[config.mk]
export PLATFORM = sky130hd
export DESIGN_NAME = vrf_lut_requester
export DESIGN_NICKNAME = d
export VERILOG_FILES = /design/src/rtl/vrf_lut_requester.sv
export SDC_FILE = /design/constraint.sdc
export NUM_CORES = 2
export LEC_CHECK = 0
export BUFFER_PORTS_ARGS = -buffer_cell sky130_fd_sc_hd__buf_2
export CAP_MARGIN = 20
export CORE_AREA = 2 2 481 483
export CTS_CLUSTER_SIZE = 40
export DETAILED_ROUTE_END_ITERATION = 7
export DIE_AREA = 0 0 483 485
export GPL_TIMING_DRIVEN = 0
export PLACE_DENSITY = 0.47
export SLEW_MARGIN = 20
export SYNTH_ARGS = -nofsm -noshare
export SYNTH_HDL_FRONTEND = slang
export SYNTH_SLANG_ARGS = --single-unit
[constraint.sdc]
create_clock -name clk_i -period 3.1 [get_ports clk_i]
set_input_delay 0.465 -clock clk_i [delete_from_list [all_inputs] [get_ports clk_i]]
set_output_delay 0.465 -clock clk_i [all_outputs]
set_load 0.03 [all_outputs]
[src/rtl/vrf_lut_requester.sv]
// vrf_lut_requester
// Full-row read initiator for the parallel-LUT operand path. Every read asserts
// all bank requests together, so the VRF returns the row on its LUT port rather
// than through the operand crossbar. Returned rows land in a small buffer whose
// slots are reserved before each read is issued, and leave as a ready/valid
// stream towards the LUT unit.
//
// state    | meaning
// ---------+-------------------------------------------------------------
// ST_IDLE  | waiting for a command; cmd_ready_o high
// ST_ISSUE | issuing one full-row read per cycle while banks/credit allow
// ST_DRAIN | final row issued; waiting for its response before done_o

module vrf_lut_requester #(
   parameter int unsigned NrBanks     = 8,
   parameter int unsigned VAddrWidth  = 16,
   parameter int unsigned ElenWidth   = 64,
   parameter int unsigned OpqWidth    = 3,
   parameter int unsigned BufDepth    = 2,
   parameter int unsigned RowCntWidth = 16
) (
   input  logic                                 clk_i,
   input  logic                                 rst_ni,
   input  logic                                 cmd_valid_i,
   output logic                                 cmd_ready_o,
   input  logic [VAddrWidth-1:0]                cmd_addr_i,
   input  logic [RowCntWidth-1:0]               cmd_rows_i,
   input  logic [NrBanks-1:0]                   bank_free_i,
   output logic [NrBanks-1:0]                   req_o,
   output logic [NrBanks-1:0][VAddrWidth-1:0]   addr_o,
   output logic [NrBanks-1:0]                   wen_o,
   output logic [NrBanks-1:0][OpqWidth-1:0]     tgt_opqueue_o,
   input  logic [NrBanks-1:0][ElenWidth-1:0]    operand_lut_i,
   input  logic [NrBanks-1:0]                   operand_lut_valid_i,
   output logic [NrBanks-1:0][ElenWidth-1:0]    row_data_o,
   output logic                                 row_last_o,
   output logic                                 row_valid_o,
   input  logic                                 row_ready_i,
   output logic                                 done_o,
   output logic                                 err_o
);

   localparam int unsigned PtrW = (BufDepth > 1) ? $clog2(BufDepth) : 1;
   localparam int unsigned CntW = $clog2(BufDepth + 1);

   typedef enum logic [1:0] {
      ST_IDLE  = 2'd0,
      ST_ISSUE = 2'd1,
      ST_DRAIN = 2'd2
   } state_e;

   state_e                  r_state;
   logic [VAddrWidth-1:0]   r_addr;
   logic [RowCntWidth-1:0]  r_rem;
   logic                    r_inflight;
   logic                    r_last;
   logic                    r_done;
   logic                    r_err;
   logic                    r_rst_guard;

   logic [NrBanks-1:0][ElenWidth-1:0] r_mem_data [BufDepth];
   logic [BufDepth-1:0]               r_mem_last;
   logic [PtrW-1:0]                   r_wptr;
   logic [PtrW-1:0]                   r_rptr;
   logic [CntW-1:0]                   r_count;

   logic                    w_all_free;
   logic                    w_pop;
   logic                    w_push;
   logic                    w_rsp_err;
   logic                    w_credit_ok;
   logic                    w_issue;
   logic [CntW:0]           w_occ;
   logic [CntW:0]           w_cap;

   assign w_all_free = &bank_free_i;
   assign w_pop      = row_valid_o & row_ready_i;

   // A slot freed by this cycle's pop can be re-reserved immediately; this is
   // what sustains one row per cycle with a two-entry buffer.
   assign w_occ       = {1'b0, r_count} + {{CntW{1'b0}}, r_inflight};
   assign w_cap       = (CntW + 1)'(BufDepth) + {{CntW{1'b0}}, w_pop};
   assign w_credit_ok = (w_occ < w_cap);

   assign w_issue = (r_state == ST_ISSUE) & w_all_free & w_credit_ok &
                    (r_rem != '0);

   // The read latency is fixed at one cycle, so an outstanding read must see a
   // complete row now. The first edge after reset may still carry the response
   // to a read from before the reset; that stale response is not an error.
   assign w_push    = r_inflight & (&operand_lut_valid_i);
   assign w_rsp_err = r_inflight ? ~(&operand_lut_valid_i)
                                 : ((|operand_lut_valid_i) & ~r_rst_guard);

   assign req_o         = {NrBanks{w_issue}};
   assign wen_o         = '0;
   assign tgt_opqueue_o = '0;
   assign cmd_ready_o   = (r_state == ST_IDLE);
   assign done_o        = r_done;
   assign err_o         = r_err;

   // Broadcast the current row address to every bank.
   always_comb begin
      addr_o = '0;
      for (int b = 0; b < NrBanks; b++) begin
         addr_o[b] = r_addr;
      end
   end

   // Command sequencing, read issue bookkeeping and error/done flags.
   always_ff @(posedge clk_i or negedge rst_ni) begin
      if (!rst_ni) begin
         r_state     <= ST_IDLE;
         r_addr      <= '0;
         r_rem       <= '0;
         r_inflight  <= 1'b0;
         r_last      <= 1'b0;
         r_done      <= 1'b0;
         r_err       <= 1'b0;
         r_rst_guard <= 1'b1;
      end else begin
         r_done      <= 1'b0;
         r_rst_guard <= 1'b0;
         r_inflight  <= w_issue;
         if (w_rsp_err) begin
            r_err <= 1'b1;
         end
         unique case (r_state)
            ST_IDLE: begin
               if (cmd_valid_i) begin
                  r_addr <= cmd_addr_i;
                  r_rem  <= cmd_rows_i;
                  if (cmd_rows_i == '0) begin
                     r_done <= 1'b1;
                  end else begin
                     r_state <= ST_ISSUE;
                  end
               end
            end
            ST_ISSUE: begin
               if (w_issue) begin
                  r_addr <= r_addr + VAddrWidth'(1);
                  r_rem  <= r_rem - RowCntWidth'(1);
                  r_last <= (r_rem == RowCntWidth'(1));
                  if (r_rem == RowCntWidth'(1)) begin
                     r_state <= ST_DRAIN;
                  end
               end
            end
            ST_DRAIN: begin
               // An outstanding read always resolves this cycle (pushed or
               // flagged); with none outstanding, wait out any stray valid.
               if (r_inflight || !(|operand_lut_valid_i)) begin
                  r_done  <= 1'b1;
                  r_state <= ST_IDLE;
               end
            end
            default: begin
               r_state <= ST_IDLE;
            end
         endcase
      end
   end

   // Row buffer: circular storage; push and pop may coincide even when full.
   always_ff @(posedge clk_i or negedge rst_ni) begin
      if (!rst_ni) begin
         for (int i = 0; i < BufDepth; i++) begin
            r_mem_data[i] <= '0;
         end
         r_mem_last <= '0;
         r_wptr     <= '0;
         r_rptr     <= '0;
         r_count    <= '0;
      end else begin
         if (w_push) begin
            r_mem_data[r_wptr] <= operand_lut_i;
            r_mem_last[r_wptr] <= r_last;
            if (r_wptr == PtrW'(BufDepth - 1)) begin
               r_wptr <= '0;
            end else begin
               r_wptr <= r_wptr + PtrW'(1);
            end
         end
         if (w_pop) begin
            if (r_rptr == PtrW'(BufDepth - 1)) begin
               r_rptr <= '0;
            end else begin
               r_rptr <= r_rptr + PtrW'(1);
            end
         end
         unique case ({w_push, w_pop})
            2'b10:   r_count <= r_count + CntW'(1);
            2'b01:   r_count <= r_count - CntW'(1);
            default: r_count <= r_count;
         endcase
      end
   end

   assign row_valid_o = (r_count != '0);
   assign row_data_o  = r_mem_data[r_rptr];
   assign row_last_o  = r_mem_last[r_rptr] & row_valid_o;

endmodule

==> results.md <==
* Initial Util at 20.8%
* Commonest non-fill, non-tap cell in the layout: buf_2
* TritonCTS clock tree: built
* Synth Area in Compound Gates at 1.65%
* Instance area after placement at 58000 um^2
* Total track usage at 16.1%
* # fillers at 23400
* Post-synthesis simple-gate area fraction at 1.25%
* Core Box Area at 229000 um^2
* CP delay by family, top: buffers and inverters
* Min Tclk post-route at 3.34 ns
* Register area share after synthesis at 56.1%
* Hold-fix buffers, CTS at 521
* CTS clk-pin slew, worst paths at 0.06 ns
* WP buf/inv at 5
* CP peak stage delay at 0.46 ns
* TritonCTS Buffers at 135
* Worst reg2reg startpoint: r_inflight$_DFF_PN0_
* Mux contribution to synthesized area at 36.4%
* Slew of the pin with the lowest slew margin at 0.787 ns
* Row count at 176
* Max Slew Vio Count at 0
* Syn avg cell area at 14.9 um^2
* Critical path startpoint: r_count[0]$_DFFE_PN0P_
* Die span in x at 483 um
* IO Count at 1249
* Max IR drop VDD at 0.000557 V
* Vias in the first global route at 37200
* Cell taking the most area after synthesis: dfrtp_1
* Critical Path Sink Type: primary output
* Worst-Skew Late Latency at 0.77 ns
* P&R area growth vs syn at 45.9%
* Critical Path AT at 2.88 ns
* Nets@finish at 5717
* 1st-pass router iterations at 5
* Vias/cell at 4.13
* DRC Markers at 0
* Failing checks: negative hold slack, negative setup slack
* Pin count of the biggest net entering global routing at 133
* H-tree depth at 4
* Gate count of the mapped netlist at 3202
* Share of cells above drive strength 1 at 57.7%
* Pleak at 36.6 nW
* Routed Antenna Nets at 0
* Min Hold Slack at -0.521 ns
* Clock root buffer: clkbuf_16
* XOR/XNOR Fraction of Synth Area at 0.0919%
* Port Buf Inserts at 1216
* Post-Synth Adder-Cell Area at 0.184%
* Warnings, synthesis at 0
* Worst setup SP type: flop
* Gpl congestion at 0.846
* Sink Count at 1069
* Post-Syn Area at 47700 um^2
* CP Data Required Time at 2.63 ns
* Max-cap viol count at 0
* Status: finished with violations
* Die height at 485 um
* Die ar. at 234000 um^2
* Commonest non-fill, non-tap cells in the layout: buf_2, mux2_2, dfrtp_1, dlygate4sd3_1, mux2_1
* Grt total ovfl at 0
* Synth area leaders: dfrtp_1, mux2_2, mux2_1
* Setup CP Type: reg2out
* Clock Path Buffers at 3
* #FFs+latches synth at 1069
* Synth cell types at 50
* CP max-delay cell: dfrtp_1
* Post-DP HPWL at 149000 um
* Design Area, Final at 69600 um^2
* RSZ-0062 raised after global routing: true
* Setup violations, final at 8
* Post-synth EDFFs at 0
* Worst path cell trace: ha_4 -> ha_4 -> nand4b_1 -> nor4_4 -> buf_4 -> o211ai_4 -> clkinvlp_4 -> buf_8 -> buf_4 -> buf_6
* Pwr/cell area at 603 nW/um^2
* CP max FO at 5
* Final Skew at 0.0536 ns
* Core Util, Final at 30.4%
* Final Hold Fails at 124
* Initial antenna violation count at 54
* Detailed Route WL at 193000 um
* Combinational family with the most area after synthesis: multiplexers
* Worst relative slew slack at 47.6%
* Max Clk Rate at 299 MHz
* Top FF cell, synth: dfrtp_1
* Yosys top cell area share at 56.1%
* DR WL/cell at 23.3 um
* Setup_tns at -1.81 ns
* Post-route setup slack at -0.244 ns
* DRT iter0 DRCs at 1204
* HP Class: in2async
* Crit share post-route at 108%
* Fraction of registers with async set/reset at 100%
* Global-route wire length before repair at 275000 um
* Total Power at 41.9 mW
* Via count at 34300
## cells by family (layout without fill, tap and decap cells)
kind of cell | Yosys count | count (layout)
muxes | 1540 | 1540
xor gates and xnor gates | 5 | 5
DFF | 1069 | 1069
buffers and inverters | 353 | 2365
and+or+nand+nor | 109 | 109
other | 1 | 56
adders and majority gates | 7 | 7
AOI/OAI and AO/OA | 118 | 118
## power by group
part	internal [mW]	switching (mW)
Clock	9.52	6.65
Sequential	14.2	0.607
Combinational	4.75	6.23
## metal layers
| metal | routed length (um) | GRT usage [%] | vias up |
|---|---|---|---|
| met1 | 81300 | 19.9 | 17600 |
| li1 | - | - | 15300 |
| met3 | 14900 | 5.39 | 268 |
| met2 | 92100 | 27.0 | 1156 |
| met5 | 138 | 0 | - |
| met4 | 4620 | 3.91 | 20 |
## registers in the layout, summed over array words and instances, names as in the netlist, 2 cells and up
| name | cells |
|---|---|
| r_addr | 16 |
| r_mem_last | 2 |
| r_rem | 16 |
| r_state | 2 |
| r_mem_data | 1024 |
| r_count | 2 |
## worst register-to-register path: cells and delay by family (launching register included)
kind	cells	cell delay (ns)
buffers and inverters	5	1.31
DFF	1	0.44
muxes	1	0.39
and+or+nand+nor	2	0.52
## worst paths after layout
kind | end | slack (ns) | cells after the start
min in group clk_i | r_addr[5]$_DFFE_PN0P_ | 0.11 | 4
setup reg to reg | r_mem_data[661]$_DFFE_PN0P_ | 0.31 | 8
max in group asynchronous | r_mem_data[195]$_DFFE_PN0P_ | 0.56 | 6
setup / recovery | req_o[1] | -0.24 | 10
hold / removal | r_mem_data[903]$_DFFE_PN0P_ | -0.52 | 1
hold reg to reg | err_o$_DFFE_PN0P_ | 0.47 | 1
## metrics by stage
step / std cells / setup WS (ns)
2_1_floorplan: 3234 / 0.624
3_3_place_gp: 7476 / -22.92
3_5_place_dp: 7487 / -1.18
4_1_cts: 8269 / -0.362
5_1_grt: 8284 / -0.421
6_report: 8295 / -0.244
## synthesized netlist by cell type, types with 11 or more instances
library cell / instances
o22a_1: 21
mux2_1: 313
buf_4: 152
dfrtp_1: 1068
buf_2: 115
clkbuf_1: 66
mux2_2: 1225
a31oi_1: 20
nand2_1: 13
a21oi_1: 39
nor2_1: 42
inv_1: 11
## final cells by class
| type | instances | area (um^2) | share of cell area (%) |
|---|---|---|---|
| sequential | 1069 | 26800 | 38.5 |
| timing repair buffer | 1778 | 12500 | 17.9 |
| inverter | 11 | 45.0 | 0.0648 |
| clock buffer | 191 | 3850 | 5.53 |
| buffer | 339 | 2660 | 3.83 |
| clock inverter | 46 | 711 | 1.02 |
| tap | 3026 | 3790 | 5.44 |
| antenna | 23 | 57.6 | 0.0828 |
| multi-input combinational | 1812 | 19200 | 27.6 |
## repair_timing
action	4_1_cts	5_1_grt
pin swaps	5	0
hold endpoints to repair	1157	124
gates resized for setup	371	25
setup buffers	21	3
gates cloned	5	2
endpoints found under the setup margin	1487	175
Note: power is estimated with default switching activity, not from simulation.
